## src/rtl/step_phase_decoder.sv

```systemverilog
// step_phase_decoder: decodes four PWM stepper coil lines into a half-step phase,
// signed step position, direction, moving flag and sticky fault.
module step_phase_decoder #(
   parameter int HOLD_CYCLES    = 300,
   parameter int SETTLE_CYCLES  = 1000,
   parameter int TIMEOUT_CYCLES = 500000,
   parameter int POS_W          = 16
) (
   input  logic             CLK,
   input  logic             rst_n,
   input  logic             INA,
   input  logic             INA2,
   input  logic             INB,
   input  logic             INB2,
   input  logic             clear_fault,
   input  logic             pos_clear,
   output logic [2:0]       phase,
   output logic             phase_valid,
   output logic             step_pulse,
   output logic             dir,
   output logic [POS_W-1:0] position,
   output logic             moving,
   output logic             fault
);
   localparam int HW = $clog2(HOLD_CYCLES + 1);
   localparam int SW = $clog2(SETTLE_CYCLES);
   localparam int TW = $clog2(TIMEOUT_CYCLES);
   typedef enum logic {IDLE, TRACK} state_t;
   state_t r_state, w_state_nx;
   logic [3:0] r_meta, r_sync, r_prev, r_acc_pat, w_cand;
   logic [HW-1:0] r_hold [4];
   logic [SW-1:0] r_stab;
   logic [TW-1:0] r_tmo, w_tmo_nx;
   logic [2:0] w_p, w_d, w_phase_nx;
   logic [POS_W-1:0] w_pos_nx;
   logic w_accept, w_illegal, w_pv_nx, w_step_nx, w_dir_nx, w_mov_nx, w_fault_ev;
   always_ff @(posedge CLK or negedge rst_n)
      if (!rst_n) begin
         r_meta <= '0;
         r_sync <= '0;
      end else begin
         r_meta <= {INA, INA2, INB, INB2};
         r_sync <= r_meta;
      end
   // A coil stays active for HOLD_CYCLES after its last high, bridging PWM low time.
   always_ff @(posedge CLK or negedge rst_n)
      if (!rst_n) begin
         for (int i = 0; i < 4; i++) r_hold[i] <= '0;
      end else begin
         for (int i = 0; i < 4; i++)
            r_hold[i] <= r_sync[i] ? HW'(HOLD_CYCLES) : (r_hold[i] != '0) ? r_hold[i] - 1'b1 : r_hold[i];
      end
   always_comb begin
      w_cand = '0;
      for (int i = 0; i < 4; i++) w_cand[i] = (r_hold[i] != '0);
   end
   always_ff @(posedge CLK or negedge rst_n)
      if (!rst_n) begin
         r_prev <= '0;
         r_stab <= '0;
      end else begin
         r_prev <= w_cand;
         r_stab <= (w_cand != r_prev) ? '0 : (r_stab == SW'(SETTLE_CYCLES - 1)) ? r_stab : r_stab + 1'b1;
      end
   assign w_accept  = (w_cand == r_prev) && (r_stab == SW'(SETTLE_CYCLES - 1)) && (w_cand != r_acc_pat);
   assign w_illegal = (w_cand[3] & w_cand[2]) | (w_cand[1] & w_cand[0]);
   always_comb begin
      w_p = 3'd0;
      case (w_cand)
         4'b0101: w_p = 3'd1;
         4'b0100: w_p = 3'd2;
         4'b0110: w_p = 3'd3;
         4'b0010: w_p = 3'd4;
         4'b1010: w_p = 3'd5;
         4'b1000: w_p = 3'd6;
         4'b1001: w_p = 3'd7;
         default: w_p = 3'd0;
      endcase
   end
   assign w_d = w_p - phase;
   always_comb begin
      w_state_nx = r_state;
      w_phase_nx = phase;
      w_pv_nx    = phase_valid;
      w_step_nx  = 1'b0;
      w_dir_nx   = dir;
      w_pos_nx   = position;
      w_fault_ev = 1'b0;
      w_mov_nx   = moving && (r_tmo != TW'(TIMEOUT_CYCLES - 1));
      w_tmo_nx   = w_mov_nx ? r_tmo + 1'b1 : '0;
      if (w_accept) begin
         if (w_cand == 4'b0000) begin
            w_state_nx = IDLE;
            w_pv_nx    = 1'b0;
            w_mov_nx   = 1'b0;
         end else if (w_illegal) begin
            w_state_nx = IDLE;
            w_pv_nx    = 1'b0;
            w_fault_ev = 1'b1;
         end else if (r_state == IDLE) begin
            w_state_nx = TRACK;
            w_phase_nx = w_p;
            w_pv_nx    = 1'b1;
         end else begin
            w_phase_nx = w_p;
            if (w_d == 3'd1 || w_d == 3'd7) begin
               w_pos_nx  = (w_d == 3'd1) ? position + 1'b1 : position - 1'b1;
               w_dir_nx  = (w_d == 3'd1);
               w_step_nx = 1'b1;
               w_mov_nx  = 1'b1;
               w_tmo_nx  = '0;
            end else begin
               w_fault_ev = 1'b1;
            end
         end
      end
      if (pos_clear) w_pos_nx = '0;
   end
   always_ff @(posedge CLK or negedge rst_n)
      if (!rst_n) begin
         r_state     <= IDLE;
         r_acc_pat   <= '0;
         r_tmo       <= '0;
         phase       <= '0;
         phase_valid <= 1'b0;
         step_pulse  <= 1'b0;
         dir         <= 1'b0;
         position    <= '0;
         moving      <= 1'b0;
         fault       <= 1'b0;
      end else begin
         r_state     <= w_state_nx;
         r_acc_pat   <= w_accept ? w_cand : r_acc_pat;
         r_tmo       <= w_tmo_nx;
         phase       <= w_phase_nx;
         phase_valid <= w_pv_nx;
         step_pulse  <= w_step_nx;
         dir         <= w_dir_nx;
         position    <= w_pos_nx;
         moving      <= w_mov_nx;
         fault       <= (fault & ~clear_fault) | w_fault_ev;
      end
endmodule
```

## config.mk

```make
export PLATFORM = sky130hd
export DESIGN_NAME = step_phase_decoder
export DESIGN_NICKNAME = d
export VERILOG_FILES = /design/src/rtl/step_phase_decoder.sv
export SDC_FILE = /design/constraint.sdc
export NUM_CORES = 1
export LEC_CHECK = 0
export ABC_AREA = 1
export BUFFER_PORTS_ARGS = -buffer_cell sky130_fd_sc_hd__buf_2
export CORE_AREA = 2 2 154 156
export CTS_CLUSTER_DIAMETER = 60
export DETAILED_ROUTE_END_ITERATION = 16
export DIE_AREA = 0 0 156 158
export HOLD_SLACK_MARGIN = 0.05
export PLACE_DENSITY_LB_ADDON = 0.08
export SLEW_MARGIN = 10
export SYNTH_ARGS = -nofsm -noshare
export SYNTH_HDL_FRONTEND = slang
export SYNTH_SLANG_ARGS = --single-unit
```

## constraint.sdc

```tcl
create_clock -name CLK -period 3.76 [get_ports CLK]
set_input_delay 0.564 -clock CLK [delete_from_list [all_inputs] [get_ports CLK]]
set_output_delay 0.564 -clock CLK [all_outputs]
set_load 0.1 [all_outputs]
```

Yosys cells after proc, flatten, opt, wreduce, memory -nomap -nowiden
Index checks and enable logic that the tools add are counted.

operators by class
  add/subtract/negate cells = 9
  equality and inequality tests = 18
  mux-type cells = 44
  bitwise gates (word level) = 8
  reductions and logical operators = 20

operator list
  cell                                                 count
  2-to-1 mux 19 bit                                    6
  2-to-1 mux 16 bit                                    7
  2-to-1 mux 9 bit                                     8
  nonzero test 9 bit                                   4
  subtractor 9 x 1 -> 9 bit, second input constant     4
  case mux 3 bit (7 select lines)                      1
  2-to-1 mux 1 bit                                     20
  2-to-1 mux 10 bit                                    2
  adder 19 x 1 -> 19 bit, second input constant        1
  inequality test 19 bit, second input constant        1
  adder 16 x 1 -> 16 bit, second input constant        1
  subtractor 16 x 1 -> 16 bit, second input constant   1
  nonzero test 2 bit                                   7
  equality test 4 x 3 -> 1 bit, second input constant  3
  equality test 4 bit, second input constant           3
  adder 10 x 1 -> 10 bit, second input constant        1
  equality test 10 bit, second input constant          1
  AND reduction 5 bit                                  2
  inequality test 4 bit                                2
  inequality test 2 bit, second input constant         3
  equality test 4 x 2 -> 1 bit, second input constant  1
  equality test 4 bit                                  1
  logical NOT 4 bit                                    1
  AND 1 bit                                            3
  10 further kinds                                     15

storage, ports and cells
  register bits after elaboration = 106
  bits of input ports = 8
  output and inout bits = 24
  word-level logic and storage cells = 117

Depth between registers and ports, before layout
Gate-level depths: netlist (run 1).

  depth after elaboration = 12
  gate-level depth with buffers = 25
  gate-level depth less buffers = 25

Worst setup path before layout (run 1)
OpenSTA, ideal clock, no wires.

  path kind = register to register
  from = register r_hold[9] in the netlist's numbering
  to = register position[9]
  library setup time = 123 ps
  arrival time = 3656 ps
  required time = 3637 ps
  slack = -19 ps
  cell stages (with the launch flop) = 25
  path buffers = 0
  clock period less this slack = 3779 ps
  path through = dfrtp_1 > inv_1 > ha_1 > inv_1 > nor2_2 > nand3_1 > inv_1 > nand2_1 > nand2_1 > nand3_1 > ha_1 > fa_1 > xor2_1 > inv_1 > nand3_1 > nand2_2 > nand2_4 > ha_1 > a21oi_1 > o21ai_0 > a21oi_1 > nor2_1 > nor2_1 > xor2_1 > o21ai_2

between the ends
  cells in the longest elaborated chain, start to end = 12
  elaborated cells between the ends (all ways) = 32
  those cells by class = add/sub: 1; eq/ne: 13; mux: 8; bitwise: 2; reduce/logical: 8

RTL lines
  item                                               RTL line  RTL
  start, declared                                    31        logic [HW-1:0] r_hold [4];
  start signal, assigned by index                    51        r_hold[i] <= r_sync[i] ? HW'(HOLD_CYCLES) : (r_hold[i] != '0) ? r_hold[i] - 1'b1 : r_hold[i];
  nonzero test 9 bit *                               55        for (int i = 0; i < 4; i++) w_cand[i] = (r_hold[i] != '0);
  named net w_cand[2]                                30        logic [3:0] r_meta, r_sync, r_prev, r_acc_pat, w_cand;
  equality test 4 bit, or another cell as far along  69        case (w_cand)
  case mux 3 bit (7 select lines)                    69
  subtractor 3 bit                                   80        assign w_d = w_p - phase;
  equality test 3 x 1 -> 1 bit                       106, 107
  2-to-1 mux 16 bit                                  107       w_pos_nx = (w_d == 3'd1) ? position + 1'b1 : position - 1'b1;
  2-to-1 mux 16 bit                                  106       if (w_d == 3'd1 || w_d == 3'd7) begin
  2-to-1 mux 16 bit                                  100       end else if (r_state == IDLE) begin
  2-to-1 mux 16 bit                                  96        end else if (w_illegal) begin
  2-to-1 mux 16 bit                                  92        if (w_cand == 4'b0000) begin
  2-to-1 mux 16 bit                                  91        if (w_accept) begin
  2-to-1 mux 16 bit                                  117       if (pos_clear) w_pos_nx = '0;
  end signal, assigned                               139       position <= w_pos_nx;
  end, declared                                      21        output logic [POS_W-1:0] position,

The timed path passes the listed nets; every way through them passes the cells marked *. The select of a mux whose other input is x is not followed.
A chain may end at the register's enable or synchronous reset.

Final worst setup path (run 1)
  from = register r_hold[10] in the netlist's numbering
  to = register position[10]

The elaborated chain is that of the path after synthesis.

==> results.tsv, run 1 <==
metric	value	unit
antenna-violating nets left	0	
total grt overflow	0	
WP data arrival	3890	ps
Max Clk Rate	0.273	GHz
WHS	238	ps
H-tree depth	3	
Fin Clk Skew	10.3	ps
worst slew pin tran	677	ps
GRT Total Usage	0.127	
# diodes	0	
DR iter-0 viols	252	
Yosys cell types	41	
final design utilization	0.343	
max incr delay on CP	390	ps
largest area contributor in the netlist	dfrtp_1	
CP Max Fanout	7	
DRT Pass-1 Iters	4	
CTS sink cnt	106	
CP Launch Type	register	
Buf/Inv on CP	4	
Tcrit/Tclk final	0.973	
Pins Over Slew Limit	0	
CTS tree	done	
Syn Inst Count	749	
CTS Buf Count	9	
area delta synth->final	28.8	%
top cell type's share of synthesized area	0.433	
leakage	3.87	nW
GPL Wtd Cong	0.807	
RSZ-0062 raised after global routing	yes	
status	complete, no violations	
core area	0.0231	mm2
via count	5174	
vias per cell	4.49	
Worst Path Required	4000	ps
CTS clk-pin slew, worst paths	70	ps
cell area after synthesis	0.00613	mm2
Primary FF master, synth	dfrtp_1	
Total Nets Final	894	
relative slew slack	0.546	
number of flops mapped to enable cells by yosys	0	
largest cells by area after synthesis	dfrtp_1 43%, nand2_1 7.6%, inv_1 5.6%	
Power Total	2.49	mW
largest net degree at the start of global routing	61	
syn nets	786	
vias in the first global route	5149	
die width	156	um
Ys Warns	0	
CP top delay family	adder cells	
CP dominant cell by count	inv_2	
# setup viols final	0	
row count	56	
later-pin clock latency in the skew report	350	ps
port buffer count	31	
Slowest cell on crit path	dfrtp_1	
PwrDens	316	mW/mm2
synth cell count leaders	124 x nand2_1, 106 x dfrtp_1, 92 x inv_1, 85 x nor2_1, 56 x nand3_1	
minimum clock period	3660	ps
WS Path Type	register to register	
max_cap viols	0	
hold_buf cts	0	
DRT Wirelength	15100	um
Async S/R FF share, synth	1.00	
die height	158	um
first-pass GRT wire length	25000	um
hold crit path type	input pin to async pin	
FF+latch count, synth	106	
CTS max path bufs	2	
antenna violations before repair	0	
worst-path cell chain	inv_2 > ha_4 > inv_2 > nor2_4 > nand3_4 > inv_2 > nand2_2 > nand2_2 > nand3_2 > ha_2 > fa_2 > xor2_2 > inv_1 > nand3_2 > nand2_4 > nand2_8 > ha_1 > a21oi_2 > o21ai_0 > a21oi_1 > nand2_1 > xnor2_1 > o21ai_2	
full die area	0.0246	mm2
Avg Cell Area, Syn	8.19	um2
drt wl/cell	13.1	um
worst vdd ir	0.199	mV
Residual DRC	0	
Seq/Total Area, Yosys	0.433	
Clk Tree Root Cell	clkbuf_16	
fraction of layout instances using a drive strength above 1	0.280	
Fin. Hold Viols	0	
effective utilization at floorplan	0.266	
hpwl dp	10800	um
critical path capture point type	register	
most frequent cell after synthesis	nand2_1	
io pins	32	
worst register-to-register path, delay by kind of cell (launching register included):
family / cells / cell delay (ps)
DFF: 1 / 390
and+or+nand+nor: 9 / 900
AOI/OAI and AO/OA: 4 / 500
buffers and inverters: 4 / 270
xor gates and xnor gates: 2 / 450
adders and majority gates: 4 / 1050
cell families (layout without fill, tap and decap cells):
| kind of cell | after synthesis | in the layout | synth area share |
|---|---|---|---|
| adders and majority gates | 29 | 29 | 0.0616 |
| DFF | 106 | 106 | 0.433 |
| xor gates and xnor gates | 27 | 27 | 0.0386 |
| and+or+nand+nor | 363 | 364 | 0.288 |
| buffers and inverters | 114 | 226 | 0.0743 |
| AOI/OAI and AO/OA | 110 | 110 | 0.105 |
power by group:
group          total [mW]  internal [mW]  switching, mW
sequential           1.26           1.20         0.0555
clock               0.999          0.555          0.444
combinational       0.238         0.0948          0.143
total                2.49           1.85          0.642
worst paths after layout:
path                       startpoint            to  slack (ps)  depth (start not counted)
setup / recovery           r_hold[10]  position[10]         100                         23
hold / removal                  rst_n     r_meta[1]         240                          1
setup reg to reg           r_hold[10]  position[10]         100                         23
hold reg to reg             r_meta[2]     r_sync[2]         360                          0
max in group asynchronous       rst_n      r_tmo[7]        2750                          2
min in group CLK                 INA2     r_meta[2]         310                          1
cells in the final DEF (no fill, tap or decap), types with 5 or more instances in the layout:
master | Yosys | layout
o21ai_2 | 11 | 13
inv_1 | 92 | 86
nand3_2 | 3 | 6
nor4_1 | 5 | 5
dfrtp_1 | 106 | 106
clkbuf_16 | 0 | 9
buf_2 | 1 | 30
buf_4 | 1 | 70
nor2_1 | 85 | 82
ha_1 | 27 | 13
nand2_4 | 7 | 7
a21oi_1 | 40 | 30
nor2_2 | 8 | 8
nor3_1 | 30 | 27
nand2_1 | 124 | 117
nand4_1 | 10 | 10
a21oi_2 | 0 | 8
nand2_2 | 12 | 18
nor2_4 | 6 | 9
xor2_1 | 17 | 15
ha_4 | 0 | 13
inv_2 | 13 | 18
o21ai_0 | 34 | 32
xnor2_1 | 10 | 7
nand3_1 | 56 | 52
sequential cells by signal, indices dropped and copies added (netlist names):
| signal | count |
|---|---|
| r_meta | 4 |
| r_hold | 36 |
| dir | 1 |
| r_prev | 4 |
| position | 16 |
| step_pulse | 1 |
| phase | 3 |
| r_tmo | 19 |
| phase_valid | 1 |
| r_acc_pat | 4 |
| moving | 1 |
| r_sync | 4 |
| r_stab | 10 |
| fault | 1 |
| r_state | 1 |
cell type report:
cell class / count / area [um2]
Clock inverter: 4 / 48.8
Tap cell: 290 / 363
Inverter: 107 / 404
Multi-Input combinational cell: 530 / 3450
Clock buffer: 12 / 256
Fill cell: 2385 / 15200
Timing Repair Buffer: 103 / 727
Sequential cell: 106 / 2650
layer usage:
| layer | up-vias | track usage | routed length (um) |
|---|---|---|---|
| met5 | - | 0 | 0 |
| met4 | 0 | 0.0345 | 148 |
| met3 | 10 | 0.0268 | 451 |
| met2 | 48 | 0.203 | 6810 |
| met1 | 2449 | 0.174 | 7650 |
| li1 | 2667 | - | - |
what timing repair did:
item	CTS	global route
gates resized for setup	31	41
buffers inserted	1	6
endpoints found under the setup margin	11	13
pin swaps	2	21
gates cloned	1	0
per-stage QoR:
step | area, um2 | setup TNS (ps) | setup WS, ps | instances
after floorplan | 6170 | 0 | 35.5 | 749
after global placement | 7140 | -1330 | -202 | 1128
after detailed placement | 7140 | -1690 | -255 | 1128
after CTS | 7620 | -10.7 | -5.58 | 1146
after global routing | 7900 | -903 | -126 | 1152
final | 7900 | 0 | 102 | 1152
Power figures use the tool's default switching activity.
==> run 2, diff against run 1 <==
Settings changed: BUFFER_PORTS_ARGS -buffer_cell sky130_fd_sc_hd__buf_2 to -buffer_cell sky130_fd_sc_hd__buf_4, CTS_BUF_LIST set to sky130_fd_sc_hd__clkbuf_8 sky130_fd_sc_hd__clkbuf_16.
==> run 2 against run 1 <==
Net effect: sequential cell count did not move; hold slack got worse by 46 ps; count of clock-buffer cells in the layout fell by 3; register-to-register slack got worse by 20 ps; wire length increased by 1.3%; via count shrank 0.14%; design area rose by 2.8%; die area unchanged; first-iteration DRC count down 22%; critical endpoint is now position[9]; largest power group unchanged; highest routed layer unchanged.
==> results.tsv, run 2 (synthesis gave the netlist of run 1 again) <==
metric	value	unit	change
Reg with most FFs	r_hold		unchanged
via count	5167		was 5174
DRT Pass-1 Iters	4		unchanged
Fin Clk Skew	17.7	ps	was 10.3 ps
vias in the first global route	5072		was 5149
R2R setup slack	80	ps	was 100 ps
core area	0.0231	mm2	unchanged
DR iter-0 viols	197		was 252
FF-to-FF path depth	24		was 23
Reg area	0.00265	mm2	unchanged
PwrDens	300	mW/mm2	was 316 mW/mm2
GRT Total Usage	0.128		was 0.127
GPL Wtd Cong	0.771		was 0.807
CP Max Fanout	8		was 7
antenna violations before repair	0		unchanged
Total Nets Final	901		was 894
# placed instances	1132		was 1128
CTS tree	done		unchanged
hpwl dp	10700	um	was 10800 um
Clk Tree Root Cell	clkbuf_16		unchanged
Residual DRC	0		unchanged
later-pin clock latency in the skew report	360	ps	was 350 ps
CTS Buf Count	9		unchanged
# diodes	0		unchanged
die width	156	um	unchanged
worst slew pin tran	654	ps	was 677 ps
worst vdd ir	0.164	mV	was 0.199 mV
slack of the critical path	80.3	ps	was 102 ps
area delta synth->final	32.5	%	was 28.8%
effective utilization at floorplan	0.266		unchanged
CTS clk-pin slew, worst paths	90	ps	was 70 ps
worst reg2reg endpoint	position[9]		was position[10]
Largest register FFs	36		unchanged
fraction of layout instances using a drive strength above 1	0.308		was 0.280
Max Clk Rate	0.272	GHz	was 0.273 GHz
Pins Over Slew Limit	0		unchanged
vias per cell	4.46		was 4.49
Tcrit/Tclk final	0.979		was 0.973
most frequent cells in the layout	112 x nand2_1, 106 x dfrtp_1, 106 x buf_4		was 117 x nand2_1, 106 x dfrtp_1, 86 x inv_1
drt wl/cell	13.2	um	was 13.1 um
total grt overflow	0		unchanged
DRT Wirelength	15300	um	was 15100 um
Fill cells	2384		was 2385
Multi-input gate area	0.00357	mm2	was 0.00345 mm2
io pins	32		unchanged
largest registers	r_hold (36), r_tmo (19), position (16)		unchanged
relative slew slack	0.562		was 0.546
CTS sink cnt	106		unchanged
first-pass GRT wire length	25100	um	was 25000 um
WP data arrival	3930	ps	was 3890 ps
Worst R2R Start	r_hold[10]		unchanged
Cell Count, Final, Fillers Out	1159		was 1152
Worst Path Required	4010	ps	was 4000 ps
full die area	0.0246	mm2	unchanged
status	complete, no violations		unchanged
max_cap viols	0		unchanged
Setup WS pre-CTS	-207	ps	was -255 ps
critical path capture point type	register		unchanged
CTS max path bufs	2		unchanged
hold crit path type	input pin to async pin		unchanged
minimum clock period	3680	ps	was 3660 ps
port buffer count	31		unchanged
commonest non-fill, non-tap cell in the layout	nand2_1		unchanged
leakage	3.89	nW	was 3.87 nW
CP Launch Type	register		unchanged
# setup viols final	0		unchanged
die height	158	um	unchanged
antenna-violating nets left	0		unchanged
RSZ-0062 raised after global routing	yes		unchanged
H-tree depth	3		unchanged
row count	56		unchanged
WS Path Type	register to register		unchanged
largest net degree at the start of global routing	69		was 61
Fin. Hold Viols	0		unchanged
hold_buf cts	0		unchanged
## run 2: how the worst max path moves through the flow
stage	to	depth (start not counted)	slack (ps)	startpoint
detailed placement	position[12]	23	-210	r_hold[0]
floorplan	position[12]	25	40	r_hold[9]
global route	position[9]	24	-140	r_hold[10]
global placement	position[10]	23	-180	r_hold[10]
finish	position[9]	24	80	r_hold[10]
CTS	position[15]	25	3	r_hold[9]
## run 2: area by class of cell
cell class | instances | area share
inverter | 107 | 0.0497
clock buffer | 9 | 0.0277
multi-input combinational | 530 | 0.439
clock inverter | 7 | 0.00647
timing repair buffer | 110 | 0.106
sequential | 106 | 0.327
tap | 290 | 0.0447
## run 2: critical path, cell delays in order, from the launching register on
cell and delay [ps]:
dfrtp_1 400, inv_2 90, ha_4 140, inv_2 40
nor2_4 120, nand3_4 100, inv_4 90, nand2_4 50
nand2_2 60, nand3_2 90, ha_4 180, fa_2 360
xor2_2 160, inv_1 70, nand3_2 110, nand2_4 160
nand2_8 140, ha_4 290, a21oi_2 140, nand2_2 120
a21oi_2 200, nor2_1 70, nor2_1 140, xor2_1 190
o21ai_2 60
## run 2: timing repair
item                       4_1_cts  5_1_grt
gates cloned                     1        0
setup endpoints to repair       11       13
pin swaps                        4       39
buffers inserted                 1        9
gates resized for setup         27       73
## run 2: power by group
| part | switching [mW] | total [mW] | internal (mW) |
|---|---|---|---|
| Sequential | 0.0590 | 1.26 | 1.20 |
| Clock | 0.474 | 0.930 | 0.455 |
| Combinational | 0.143 | 0.243 | 0.101 |
| Total | 0.676 | 2.43 | 1.76 |
## run 2: per-layer routing
metal | up-vias | global-route usage | wire (um)
met2 | 37 | 0.204 | 7040
li1 | 2688 | - | -
met1 | 2431 | 0.176 | 7640
met5 | - | 0 | 0
met4 | 0 | 0.0419 | 178
met3 | 11 | 0.0227 | 391
## run 2: through the flow
stage | hold slack, ps | instance area [um2] | power, mW | TNS (ps) | util
after floorplan | 268 | 6170 | 1.42 | 0 | -
after global placement | 333 | 7240 | 1.51 | -1180 | 0.314
after detailed placement | 336 | 7240 | 1.52 | -1370 | 0.314
after CTS | 210 | 7690 | 2.47 | 0 | 0.334
after global routing | 225 | 8120 | 2.57 | -667 | 0.352
final | 193 | 8120 | 2.43 | 0 | 0.352
==> run 3, diff against run 2 <==
Settings changed: CORE_AREA 2 2 154 156 to 2 2 108 110, DIE_AREA 0 0 156 158 to 0 0 110 112.
==> run 3 against run 2 <==
Net effect: the run now ends with setup timing left; global-route usage rose by 9.9 points; critical path depth increased by 3; sequential cell count unchanged; die area fell by 50%; non-clock buffer count is 33 lower; clock skew down 11 ps; fmax decreased by 2.9%; design area is 5.8% lower; highest routed layer unchanged.
==> results.tsv, run 3 (synthesis gave the netlist of run 1 again) <==
metric	value	unit	change
later-pin clock latency in the skew report	350	ps	was 360 ps
# setup viols final	2		was 0
PwrDens	330	mW/mm2	was 300 mW/mm2
Fin Clk Skew	6.80	ps	was 17.7 ps
violated checks	setup timing		
CP top delay family	simple AND/OR/NAND/NOR gates		unchanged
slack of the critical path	-28.5	ps	was 80.3 ps
minimum clock period	3790	ps	was 3680 ps
WP data arrival	4030	ps	was 3930 ps
first-pass GRT wire length	22300	um	was 25100 um
CP Launch Type	register		unchanged
most frequent cells in the layout	113 x nand2_1, 106 x dfrtp_1, 82 x inv_1		was 112 x nand2_1, 106 x dfrtp_1, 106 x buf_4
row count	39		was 56
# diodes	0		unchanged
core area	0.0112	mm2	was 0.0231 mm2
Buf/Inv on CP	6		was 4
io pins	32		unchanged
# placed instances	950		was 1132
final design utilization	0.685		was 0.352
Switching Share	0.254		was 0.278
Worst R2R Start	r_hold[10]		unchanged
Setup WS pre-CTS	-116	ps	was -207 ps
largest net degree at the start of global routing	55		was 69
drt wl/cell	13.9	um	was 13.2 um
relative slew slack	0.546		was 0.562
vias per cell	5.36		was 4.46
CTS clk-pin slew, worst paths	70	ps	was 90 ps
GRT Total Usage	0.227		was 0.128
CP Max Fanout	7		was 8
DR iter-0 viols	426		was 197
total grt overflow	0		unchanged
antenna-violating nets left	0		unchanged
FF-to-FF path depth	27		was 24
leakage	3.77	nW	was 3.89 nW
CTS tree	done		unchanged
switching power	0.643	mW	was 0.676 mW
Tcrit/Tclk final	1.01		was 0.979
Multi-input gate area	0.00351	mm2	was 0.00357 mm2
critical path capture point type	register		unchanged
Worst Path Required	4000	ps	was 4010 ps
busiest layer in global routing	met2		unchanged
via count	5252		was 5167
grt met3 use	0.0474		was 0.0227
full die area	0.0123	mm2	was 0.0246 mm2
worst vdd ir	0.321	mV	was 0.164 mV
Clock Power Share	0.408		was 0.382
die width	110	um	was 156 um
effective utilization at floorplan	0.549		was 0.266
H-tree depth	3		unchanged
status	finished, violations left		was complete, no violations
Power Total	2.53	mW	was 2.43 mW
max_cap viols	0		unchanged
die height	112	um	was 158 um
dpl cell area	0.00678	mm2	was 0.00724 mm2
met2 global-route usage	0.368		was 0.204
hold_buf cts	0		unchanged
combinational share of power	0.092		was 0.100
WHS	237	ps	was 193 ps
CTS Buf Count	9		unchanged
worst slew pin tran	681	ps	was 654 ps
Slowest cell on crit path	dfrtp_1		unchanged
Pins Over Slew Limit	0		unchanged
vias in the first global route	5080		was 5072
WS Path Type	register to register		unchanged
hold crit path type	input pin to async pin		unchanged
port buffer count	31		unchanged
DRT Pass-1 Iters	5		was 4
max incr delay on CP	390	ps	was 400 ps
Fill cells	871		was 2384
GPL Wtd Cong	0.885		was 0.771
Cell Count, Final, Fillers Out	979		was 1159
Reg area	0.00265	mm2	unchanged
hpwl dp	9320	um	was 10700 um
area delta synth->final	24.8	%	was 32.5%
largest registers	r_hold (36), r_tmo (19), position (16)		unchanged
Clk Tree Root Cell	clkbuf_16		unchanged
DRT Wirelength	13600	um	was 15300 um
CTS max path bufs	2		unchanged
Total Nets Final	868		was 901
antenna violations before repair	0		unchanged
Pint	1.88	mW	was 1.76 mW
CTS sink cnt	106		unchanged
commonest non-fill, non-tap cell in the layout	nand2_1		unchanged
Fin. Hold Viols	0		unchanged
R2R setup slack	-30	ps	was 80 ps
setup TNS	-34.1	ps	was 0 ps
Reg with most FFs	r_hold		unchanged
Max Clk Rate	0.264	GHz	was 0.272 GHz
RSZ-0062 raised after global routing	yes		unchanged
Residual DRC	0		unchanged
Sequential Power Share	0.500		was 0.518
design area	0.00765	mm2	was 0.00812 mm2
fraction of layout instances using a drive strength above 1	0.281		was 0.308
worst reg2reg endpoint	position[12]		was position[9]
Largest register FFs	36		unchanged
met1 usage	0.305		was 0.176
run 3: final cells by class:
| cell class | count | share of cell area |
|---|---|---|
| Sequential cell | 106 | 0.347 |
| Inverter | 107 | 0.0525 |
| Multi-Input combinational cell | 530 | 0.458 |
| Clock buffer | 9 | 0.0294 |
| Tap cell | 143 | 0.0234 |
| Clock inverter | 7 | 0.0129 |
| Timing Repair Buffer | 77 | 0.0772 |
run 3: repair_timing:
item | 4_1_cts | 5_1_grt
resized for setup | 21 | 77
pin swaps | 3 | 39
buffers inserted | 2 | 10
setup endpoints to repair | 10 | 28
cloned | 1 | 0
run 3: worst max-delay path by stage:
stage               start           end  depth (start not counted)
2_1_floorplan   r_hold[9]  position[12]                         25
3_3_place_gp    r_hold[0]  position[12]                         24
3_5_place_dp    r_hold[0]  position[12]                         24
4_1_cts         r_hold[0]  position[13]                         24
5_1_grt         r_hold[9]  position[12]                         27
6_report       r_hold[10]  position[12]                         27
run 3: worst reg2reg max path: stages (launching register included):
cell	delay (ps)
dfrtp_1	390
inv_2	90
ha_4	140
inv_2	40
nor2_4	100
nand3_2	110
inv_2	110
nand2_2	60
nand2_2	80
nand3_4	80
ha_4	170
fa_2	360
xor2_2	160
inv_1	90
nand3_2	120
nand2_4	140
nand2_8	80
buf_12	160
ha_4	300
buf_4	130
nand2_4	50
nor2_1	130
nand3_2	80
nand2_2	120
nand2_1	70
nand2_1	70
xor2_1	170
o21ai_2	70
run 3: power by group through the flow:
stage / combinational, mW / sequential, mW / clock (mW)
after floorplan: 0.148 / 1.27 / 0
after global placement: 0.207 / 1.28 / 0
after detailed placement: 0.215 / 1.28 / 0
after CTS: 0.218 / 1.26 / 1.06
after global routing: 0.273 / 1.27 / 1.10
final: 0.234 / 1.26 / 1.03
run 3: layer usage:
layer,part of all wire,vias up,routed length (um)
met5,0,-,0
met4,0.017,0,233
met3,0.034,20,455
met2,0.48,101,6530
met1,0.47,2500,6360
li1,-,2631,-
